### src/rtl/uart_pkg.sv
// uart_pkg: definitions shared by the UART transmit and receive paths.
//   tx_state_t        transmitter FSM state encoding
//   UART_IDLE_LEVEL   line level while idle and during stop bits
//   UART_START_LEVEL  line level of the start bit
//   uart_parity()     parity over the low nbits of a data word, inverted when odd
package uart_pkg;

    typedef enum logic [2:0] {
        TX_IDLE   = 3'd0,
        TX_START  = 3'd1,
        TX_DATA   = 3'd2,
        TX_PARITY = 3'd3,
        TX_STOP   = 3'd4
    } tx_state_t;

    localparam logic UART_IDLE_LEVEL    = 1'b1;
    localparam logic UART_START_LEVEL   = 1'b0;
    localparam int   UART_MAX_DATA_BITS = 8;

    // Even parity is the XOR of the data bits; odd parity is its inverse.
    function automatic logic uart_parity(
        input logic [UART_MAX_DATA_BITS-1:0] data,
        input int                            nbits,
        input logic                          odd
    );
        logic p;
        p = odd;
        for (int i = 0; i < UART_MAX_DATA_BITS; i++) begin
            if (i < nbits) begin
                p = p ^ data[i];
            end
        end
        return p;
    endfunction

endpackage

### src/rtl/uart_transmitter_if.sv
// uart_transmitter_if: host-side byte handshake of the UART transmitter.
//   tx_data   byte to send, sampled only on the accept cycle
//   tx_valid  host has a byte
//   tx_ready  transmitter can take tx_data this cycle
//   master: host side, slave: transmitter side
interface uart_transmitter_if #(
    parameter int DATA_BITS = 8
) ();

    logic [DATA_BITS-1:0] tx_data;
    logic                 tx_valid;
    logic                 tx_ready;

    modport master (
        output tx_data,
        output tx_valid,
        input  tx_ready
    );

    modport slave (
        input  tx_data,
        input  tx_valid,
        output tx_ready
    );

endinterface

### src/rtl/counter.sv
// counter: generic up-counter with synchronous clear.
//   clk    clock
//   rst    synchronous active-high reset, count -> 0
//   clr    clear to zero this cycle (wins over en)
//   en     increment this cycle
//   count  current value
module counter #(
    parameter int WIDTH = 4
) (
    input  logic             clk,
    input  logic             rst,
    input  logic             clr,
    input  logic             en,
    output logic [WIDTH-1:0] count
);

    logic [WIDTH-1:0] count_q;
    logic [WIDTH-1:0] count_d;

    always_comb begin
        count_d = count_q;
        if (clr) begin
            count_d = '0;
        end else if (en) begin
            count_d = count_q + WIDTH'(1);
        end
    end

    always_ff @(posedge clk) begin
        if (rst) begin
            count_q <= '0;
        end else begin
            count_q <= count_d;
        end
    end

    assign count = count_q;

endmodule

### src/rtl/uart_transmitter.sv
// uart_transmitter: serialises bytes onto an idle-high UART line
// (start bit, DATA_BITS data LSB first, optional parity, STOP_BITS stop bits),
// each bit CLKS_PER_BIT clocks long, frames back-to-back when data keeps coming.
//   clk           peripheral clock
//   rst           synchronous active-high reset, aborts any frame in flight
//   tx_if         slave side of the byte handshake (tx_data/tx_valid/tx_ready)
//   tx_bitstream  registered serial line
//   active_tx     high while a frame is on the line
//   done          one-cycle pulse in the last clock of the final stop bit
//
// state     | meaning
// ----------+-----------------------------------------------
// TX_IDLE   | line high, ready for a byte
// TX_START  | driving the low start bit
// TX_DATA   | driving shift_q[0], shifting right at each bit end
// TX_PARITY | driving the parity bit captured on accept
// TX_STOP   | driving high stop bit(s); may accept the next byte
module uart_transmitter
    import uart_pkg::*;
#(
    parameter int CLKS_PER_BIT = 16,
    parameter int DATA_BITS    = 8,
    parameter int PARITY_EN    = 0,
    parameter int PARITY_ODD   = 0,
    parameter int STOP_BITS    = 1
) (
    input  logic              clk,
    input  logic              rst,
    uart_transmitter_if.slave tx_if,
    output logic              tx_bitstream,
    output logic              active_tx,
    output logic              done
);

    localparam int CNT_W = $clog2(CLKS_PER_BIT);
    localparam int BIT_W = 4;

    tx_state_t            state_q, state_d;
    logic [DATA_BITS-1:0] shift_q, shift_d;
    logic                 parity_q, parity_d;
    logic                 line_q, line_d;
    logic                 active_q, active_d;
    logic                 done_q, done_d;

    logic [CNT_W-1:0]     clk_cnt;
    logic [BIT_W-1:0]     bit_cnt;
    logic                 tc;
    logic                 data_last;
    logic                 stop_last;
    logic                 final_stop_tc;
    logic                 ready;
    logic                 accept;
    logic                 clk_clr;
    logic                 clk_en;
    logic                 bit_clr;
    logic                 bit_en;

    assign tc            = (state_q != TX_IDLE) && (clk_cnt == CNT_W'(CLKS_PER_BIT - 1));
    assign data_last     = (bit_cnt == BIT_W'(DATA_BITS - 1));
    assign stop_last     = (bit_cnt == BIT_W'(STOP_BITS - 1));
    assign final_stop_tc = (state_q == TX_STOP) && stop_last && tc;

    // Ready in the final stop clock lets the next frame start with no idle gap.
    assign ready          = !rst && ((state_q == TX_IDLE) || final_stop_tc);
    assign tx_if.tx_ready = ready;
    assign accept         = tx_if.tx_valid && ready;

    assign clk_clr = accept || tc || (state_q == TX_IDLE);
    assign clk_en  = (state_q != TX_IDLE);

    // Bit counter is shared by DATA and STOP; it is zeroed between phases.
    assign bit_en  = tc && ((state_q == TX_DATA) || (state_q == TX_STOP));
    assign bit_clr = accept || (state_q == TX_IDLE)
                  || ((state_q == TX_DATA) && tc && data_last)
                  || final_stop_tc;

    counter #(.WIDTH(CNT_W)) u_clk_cnt (
        .clk   (clk),
        .rst   (rst),
        .clr   (clk_clr),
        .en    (clk_en),
        .count (clk_cnt)
    );

    counter #(.WIDTH(BIT_W)) u_bit_cnt (
        .clk   (clk),
        .rst   (rst),
        .clr   (bit_clr),
        .en    (bit_en),
        .count (bit_cnt)
    );

    always_comb begin
        state_d  = state_q;
        shift_d  = shift_q;
        parity_d = parity_q;

        case (state_q)
            TX_IDLE: begin
                state_d = TX_IDLE;
            end
            TX_START: begin
                if (tc) begin
                    state_d = TX_DATA;
                end
            end
            TX_DATA: begin
                if (tc) begin
                    if (data_last) begin
                        state_d = (PARITY_EN != 0) ? TX_PARITY : TX_STOP;
                    end else begin
                        shift_d = shift_q >> 1;
                    end
                end
            end
            TX_PARITY: begin
                if (tc) begin
                    state_d = TX_STOP;
                end
            end
            TX_STOP: begin
                if (final_stop_tc) begin
                    state_d = TX_IDLE;
                end
            end
            default: begin
                state_d = TX_IDLE;
            end
        endcase

        if (accept) begin
            state_d  = TX_START;
            shift_d  = tx_if.tx_data;
            parity_d = uart_parity(UART_MAX_DATA_BITS'(tx_if.tx_data), DATA_BITS,
                                   1'(PARITY_ODD));
        end

        // Line level follows the next state so the output is a single flop.
        case (state_d)
            TX_START:  line_d = UART_START_LEVEL;
            TX_DATA:   line_d = shift_d[0];
            TX_PARITY: line_d = parity_d;
            default:   line_d = UART_IDLE_LEVEL;
        endcase

        active_d = (state_d != TX_IDLE);

        // Registered done: raise it one clock early so it lands on the final stop clock.
        done_d = (state_q == TX_STOP) && stop_last
              && (clk_cnt == CNT_W'(CLKS_PER_BIT - 2));
    end

    always_ff @(posedge clk) begin
        if (rst) begin
            state_q  <= TX_IDLE;
            shift_q  <= '0;
            parity_q <= 1'b0;
            line_q   <= UART_IDLE_LEVEL;
            active_q <= 1'b0;
            done_q   <= 1'b0;
        end else begin
            state_q  <= state_d;
            shift_q  <= shift_d;
            parity_q <= parity_d;
            line_q   <= line_d;
            active_q <= active_d;
            done_q   <= done_d;
        end
    end

    assign tx_bitstream = line_q;
    assign active_tx    = active_q;
    assign done         = done_q;

endmodule

### src/flat_wrapper.sv
// flat-port wrapper written by rule: the top's interface ports become plain ports
module uart_transmitter_flat import uart_pkg::*;
#(
    parameter int CLKS_PER_BIT = 16,
    parameter int DATA_BITS    = 8,
    parameter int PARITY_EN    = 0,
    parameter int PARITY_ODD   = 0,
    parameter int STOP_BITS    = 1
)
  (clk, rst, tx_bitstream, active_tx, done, tx_if_tx_data, tx_if_tx_valid, tx_if_tx_ready);
  uart_transmitter_if #(.DATA_BITS(DATA_BITS)) tx_if_i ();
  input  logic clk;
  input  logic rst;
  output logic tx_bitstream;
  output logic active_tx;
  output logic done;
  input wire logic [$bits(tx_if_i.tx_data)-1:0] tx_if_tx_data;
  input wire logic [$bits(tx_if_i.tx_valid)-1:0] tx_if_tx_valid;
  output wire logic [$bits(tx_if_i.tx_ready)-1:0] tx_if_tx_ready;
  assign tx_if_i.tx_data = tx_if_tx_data;
  assign tx_if_i.tx_valid = tx_if_tx_valid;
  assign tx_if_tx_ready = tx_if_i.tx_ready;
  uart_transmitter #(.CLKS_PER_BIT(CLKS_PER_BIT), .DATA_BITS(DATA_BITS), .PARITY_EN(PARITY_EN), .PARITY_ODD(PARITY_ODD), .STOP_BITS(STOP_BITS)) u_core (.clk(clk), .rst(rst), .tx_if(tx_if_i), .tx_bitstream(tx_bitstream), .active_tx(active_tx), .done(done));
endmodule
### config.mk
export PLATFORM = sky130hd
export DESIGN_NAME = uart_transmitter_flat
export DESIGN_NICKNAME = d
export VERILOG_FILES = /design/src/rtl/uart_pkg.sv /design/src/rtl/uart_transmitter_if.sv /design/src/rtl/counter.sv /design/src/rtl/uart_transmitter.sv /design/src/flat_wrapper.sv
export SDC_FILE = /design/constraint.sdc
export NUM_CORES = 1
export LEC_CHECK = 0
export ABC_AREA = 0
export ABC_CLOCK_PERIOD_IN_PS = 2000
export BUFFER_PORTS_ARGS = -buffer_cell sky130_fd_sc_hd__buf_2
export CAP_MARGIN = 30
export CORE_ASPECT_RATIO = 1.4
export CORE_UTILIZATION = 35
export DETAILED_ROUTE_END_ITERATION = 6
export GPL_ROUTABILITY_DRIVEN = 0
export PLACE_DENSITY = 0.55
export SETUP_SLACK_MARGIN = 0.02
export SYNTH_ARGS = -nofsm -noshare
export SYNTH_HDL_FRONTEND = slang
export SYNTH_SLANG_ARGS = --single-unit
### constraint.sdc
create_clock -name clk -period 2 [get_ports clk]
set_input_delay 0.3 -clock clk [delete_from_list [all_inputs] [get_ports clk]]
set_output_delay 0.3 -clock clk [all_outputs]
set_load 0.01 [all_outputs]
Yosys cells after proc, flatten, opt, wreduce, memory -nomap -nowiden --
Cells that the tools add are included.
Storage, ports and cells: register bits 23, bits in latches 0, RAM bits 0, memory bits (read-only) 0, input port bits 11, logic and storage cells 75, memories kept 0
Cells by class: add/subtract/negate cells 2, multiply operators 0, div/mod/pow operators 0, $lt $le $gt $ge 0, equal/unequal tests 11, shifts and indexed selects 0, mux-type cells 20, bitwise logic cells 7, reduce and logical (&&, ||, !) cells 26
Operators with widths (number):
- $mux W8 | 4
- $mux W3 | 6
- $eq A3 B2 Y1 const B | 4
- $pmux W3 S4 | 1
- $logic_and A1 B1 Y1 | 9
- $add A4 B1 Y4 const B | 2
- $eq A4 B4 Y1 const B | 2
- $mux W1 | 8
- $logic_or A1 B1 Y1 | 7
- $xor A1 B1 Y1 | 7
- $eq A3 B1 Y1 const B | 2
- $reduce_bool A3 Y1 | 2
- $eq A4 B3 Y1 const B | 1
- $logic_not A4 Y1 | 1
- $reduce_bool A2 Y1 | 2
- $reduce_or A2 Y1 | 2
- $eq A3 B3 Y1 const B | 1
- $logic_not A3 Y1 | 1
- $pmux W1 S3 | 1
- $reduce_and A3 Y1 | 1
- $ne A2 B2 Y1 const B | 1
- $logic_not A1 Y1 | 1

Depth between registers and ports, before layout --
depth in word-level cells 22, depth in mapped cells 9, gate-level depth less buffers 7

Modules after synthesis --
Synthesis repeated with hierarchy kept, for this count alone.
Unflattened totals: cells, all modules 132, area, all modules 1221.2 um^2
Modules (own cells, without submodules):
- uart_transmitter | times used 1, cells an instance 98, area each 865.8 um^2, sequential area each 300.3 um^2
- counter | times used 2, cells an instance 17, area each 177.7 um^2, sequential area each 80.1 um^2

Worst setup path before layout --
Ideal clock, no wire load.
path kind register to register, start point register u_core.u_clk_cnt.count_q[0], in the netlist u_core.u_clk_cnt.count[0], end point register u_core.line_q, in the netlist u_core.tx_bitstream, arrival time 1.588 ns, data required time 1.883 ns, setup slack 0.295 ns, cell stages (with the launch flop) 8, period minus slack after synthesis 1.705 ns, cells stage by stage dfxtp_1 ha_1 and3_2 and4_4 buf_6 a221o_1 mux2i_1 nand2b_1
On the way: word-level cells in the longest chain between the ends 9
RTL lines:
- from (decl) | RTL line counter.sv:17 | logic [WIDTH-1:0] count_q;
- from (signal assigned) | RTL line counter.sv:33 | count_q <= count_d;
- $eq A4 B4 Y1 * | RTL line uart_transmitter.sv:58 | assign tc = (state_q != TX_IDLE) && (clk_cnt == CNT_W'(CLKS_PER_BIT - 1));
- $logic_and A1 B1 Y1 * | RTL line uart_transmitter.sv:58
- branches (longest 6 deep; another with $pmux W3 S4)
- $pmux W1 S3 * | RTL line uart_transmitter.sv:139 | case (state_d)
- to (signal assigned) | RTL line uart_transmitter.sv:165 | line_q <= line_d;
- to (decl) | RTL line uart_transmitter.sv:41 | logic line_q, line_d;
Every way passes the cells marked *. The select of a mux whose other input is x is not followed. A chain may end at the register's enable or synchronous reset.

Worst setup path in the final report --
start point register u_core.u_bit_cnt.count_q[0], in the netlist u_core.u_bit_cnt.count[0], end point output tx_if_tx_ready
On the way: word-level cells in the longest chain between the ends 5
RTL lines:
- from (decl) | RTL line counter.sv:17
- from (signal assigned) | RTL line counter.sv:33
- $logic_not A4 Y1 | RTL line uart_transmitter.sv:60 | assign stop_last = (bit_cnt == BIT_W'(STOP_BITS - 1));
- $logic_and A1 B1 Y1 (2 in series) | RTL line uart_transmitter.sv:61 | assign final_stop_tc = (state_q == TX_STOP) && stop_last && tc;
- $logic_or A1 B1 Y1 | RTL line uart_transmitter.sv:64 | assign ready = !rst && ((state_q == TX_IDLE) || final_stop_tc);
- $logic_and A1 B1 Y1 | RTL line uart_transmitter.sv:64
- to (decl) | RTL line flat_wrapper.sv:19 | output wire logic [$bits(tx_if_i.tx_ready)-1:0] tx_if_tx_ready;
No other way between the ends.

==> summary.md <==
| Metric | Value |
|---|---|
| Status | complete, no violations |
| Complex-gate fraction of the synthesized area | 15.5% |
| 1st-iter DRT viols | 18 |
| Final Hold Fails | 0 |
| Cells along the critical path | inv_1, ha_1, nor3b_4, a21boi_2, nor3_2, buf_2 |
| Final Cycle Share | 92.6% |
| Maximum fanout along the worst path | 4 |
| Syn nets | 147 |
| Critical Path Max Stage Delay | 0.36 ns |
| Peak supply drop | 0.301 mV |
| TritonCTS buffer count | 3 |
| Die Height | 72.8 um |
| Unique cell type count in the Yosys netlist | 40 |
| Worst path depth | 6 |
| Die Span X | around 53 um |
| Synth Instances | 132 |
| CTS root buffer | clkbuf_8 |
| Initial Util | between 30% and 40% |
| Clk buf depth | 2 |
| Worst-path clk slew | 0.08 ns |
| Hold crit path type | in -> reg |
| Setup crit start kind | register |
| CP required | 1.70 ns |
| Post-synth top area share | 36.8% |
| R2r endpoint | u_core.shift_q[7]$_SDFFE_PP0P_ |
| Reg2Reg Setup Slack | 0.27 ns |
| Fin Setup TNS | 0 ns |
| Die ar. | 3820 um^2 |
| H-tree levels | 1 |
| Slowest cell on the critical path | dfxtp_1 |
| Worst r2r src | u_core.u_clk_cnt.count[0]$_SDFFE_PP0N_ |
| Max-Cap Viols | 0 |
| Top-count cell post-synth | dfxtp_1 |
| Syn-to-layout area delta | 12.2% |
| Hold endpoint | u_core.shift_q[7]$_SDFFE_PP0P_ |
| Adder-Cell Fraction of Synth Area | around 4.0% |
| Leakage | around 0.52 nW |
| Top cells by count, synth | 23 x dfxtp_1, 22 x nor2_1, 9 x mux2i_1, 9 x xnor2_1, 7 x a211oi_2 |
| Post-synth EDFFs | 0 |
| Largest net degree at the start of global routing | 19 |
| Seq/Total Area, Yosys | 36.8% |
| Top delay family on crit path | simple AND/OR/NAND/NOR gates |
| Vias per inst | a little over 5 |
| Filler cells | 344 |
| CTS tree | yes |
| Final Setup Violations | 0 |
| # DRC | 0 |
| Synth area leaders | dfxtp_1 37%, mux2i_1 7.2%, a211oi_2 7.0% |
| Tightest hold margin | 0.298 ns |
| Hpwl dp | 1830 um |
| Final min period | 1.85 ns |
| WS Path Type | reg -> out |
| Critical path capture point type | output pin |
| Pwr Total | 898 uW |
| Slew headroom | 73.5% |
| NumNets Final | ~160 |
| Post-route ant nets | 0 |
| Top_reg_cell synth | dfxtp_1 |
| Synth warn | 0 |
| I/O pin count | 15 |
| Fraction of registers with async set/reset | 0% |
| N_diodes | 0 |
| DR vias | 946 |
| Core ar. | 3410 um^2 |
| Largest family of logic cells by synthesized area | simple AND/OR/NAND/NOR gates |
| Max-slew violation count | 0 |
| Mux share of post-synthesis cell area | 7.19% |
| Hold wc startpoint | tx_if_tx_data[7] |
| Routed WL | 2420 um |
| Worst EP arrival | 1.55 ns |
| Unrepaired setup endpoints after global routing | false |
| Clk_skew | approximately 0.0023 ns |
| #FFs+latches synth | 23 |
| Initial antenna violation count | 0 |
| Wire per inst | 12.9 um |
| First-pass GRT wire length | 3890 um |
| Top cell type by total area after synthesis | dfxtp_1 |
| Share of cells above drive strength 1 | 24.3% |
| Synth Area in XOR/XNOR | 9.09% |
| Port Buf Inserts | 14 |
| Post-CTS Repair Setup Buffers | 0 |
| Buffers & Inverters on Critical Path | 2 |
| Clk_lat worst skew | 0.26 ns |
| Fmax | roughly 0.54 GHz |
| Row count | 25 |
| 1st-pass router iterations | 5 |
| Gr usage total | 13.8% |
| Hold path cells | 3 |
| Mapped Area | 1250 um^2 |
| Pwr dens | 639 nW/um^2 |
| Vias in the first global route | 884 |
| # clock sinks | 23 |
| Simple-gate share of the synthesized area | 21.7% |
| Worst-Margin Slew | 0.397 ns |
| Syn Area/Cell | 9.49 um^2 |
| Total grt overflow | 0 |
| Reg2Reg Depth | 7 |
-- cell families after synthesis --
group / count (synthesis)
flip-flops: 23
AO/OA/AOI/OAI: 21
buffers and inverters: 11
adder cells (fa/ha/maj): 4
multiplexers: 9
XOR/XNOR: 13
AND/OR/NAND/NOR: 51
-- through the flow --
step           instances  setup WS [ns]  utilization, %  area (um^2)
6_report             188          0.148            41.2         1410
5_1_grt              188         0.0242            41.2         1410
4_1_cts              188          0.103            40.9         1390
3_5_place_dp         184          0.288            39.6         1350
3_3_place_gp         184          0.305            39.6         1350
2_1_floorplan        132          0.295               -         1250
-- worst max path at each step --
stage,from,to,slack (ns)
2_1_floorplan,u_core.u_clk_cnt.count[0]$_SDFFE_PP0N_,u_core.tx_bitstream$_SDFF_PP1_,0.29
5_1_grt,u_core.u_clk_cnt.count[0]$_SDFFE_PP0N_,u_core.u_bit_cnt.count[3]$_SDFFE_PP0P_,0.02
4_1_cts,u_core.u_bit_cnt.count[0]$_SDFFE_PP0P_,tx_if_tx_ready,0.10
3_5_place_dp,u_core.u_clk_cnt.count[0]$_SDFFE_PP0N_,u_core.tx_bitstream$_SDFF_PP1_,0.29
3_3_place_gp,u_core.u_clk_cnt.count[0]$_SDFFE_PP0N_,u_core.tx_bitstream$_SDFF_PP1_,0.31
6_report,u_core.u_bit_cnt.count[0]$_SDFFE_PP0P_,tx_if_tx_ready,0.15
-- routing by layer --
layer | wire length [um] | share of wire (%) | track usage, % | vias to the layer above
met4 | 48 | 2.0 | 6.14 | 0
li1 | - | - | - | 492
met1 | 1030 | 43 | 15.5 | 431
met5 | 0 | 0 | 0 | -
met2 | 1290 | 53 | 24.9 | 16
met3 | 51 | 2.1 | 1.88 | 7
-- flip-flops by register name, summed over array words and instances, names as in the netlist --
name / flops
u_core.shift_q: 8
u_core.parity_q: 1
u_core.tx_bitstream: 1
u_core.active_tx: 1
u_core.state_q: 3
u_core.u_clk_cnt.count: 4
u_core.done: 1
u_core.u_bit_cnt.count: 4
-- area by class of cell --
class	count	area, um^2	share of cell area, %
clock buffer	4	45.0	3.21
sequential	23	460	32.8
multi-input combinational	98	731	52.0
inverter	5	18.8	1.34
timing repair buffer	18	100	7.12
tap	40	50.0	3.56
-- cells in the final DEF (no fill, tap or decap), types with 2 or more instances in the layout --
master | synthesis | layout
a211oi_2 | 7 | 7
a21oi_1 | 3 | 3
buf_2 | 1 | 14
buf_4 | 0 | 4
clkbuf_8 | 0 | 3
dfxtp_1 | 23 | 23
ha_1 | 4 | 4
inv_1 | 5 | 5
mux2i_1 | 9 | 9
nand2_1 | 4 | 4
nand3_1 | 3 | 3
nand4_1 | 2 | 2
nor2_1 | 22 | 22
nor2b_1 | 3 | 3
nor3_1 | 4 | 3
nor3_2 | 1 | 2
o211ai_1 | 2 | 2
xnor2_1 | 9 | 9
xor2_1 | 4 | 4
-- timing repair --
item                                    4_1_cts  5_1_grt
endpoints found under the setup margin        0        1
hold buffers                                  0        0
resized for setup                             0        2
-- report_power, final --
part           internal, mW  total, mW  switching, mW
logic                0.0588      0.121         0.0624
registers             0.477      0.490         0.0128
clock network         0.142      0.287          0.145
-- tightest hold or removal path, delay by kind of cell --
family,cells,cell delay (ns)
buf+inv,1,0.10
mux,1,0.06
simple gates,1,0.07
(Power assumes the default switching activity.)
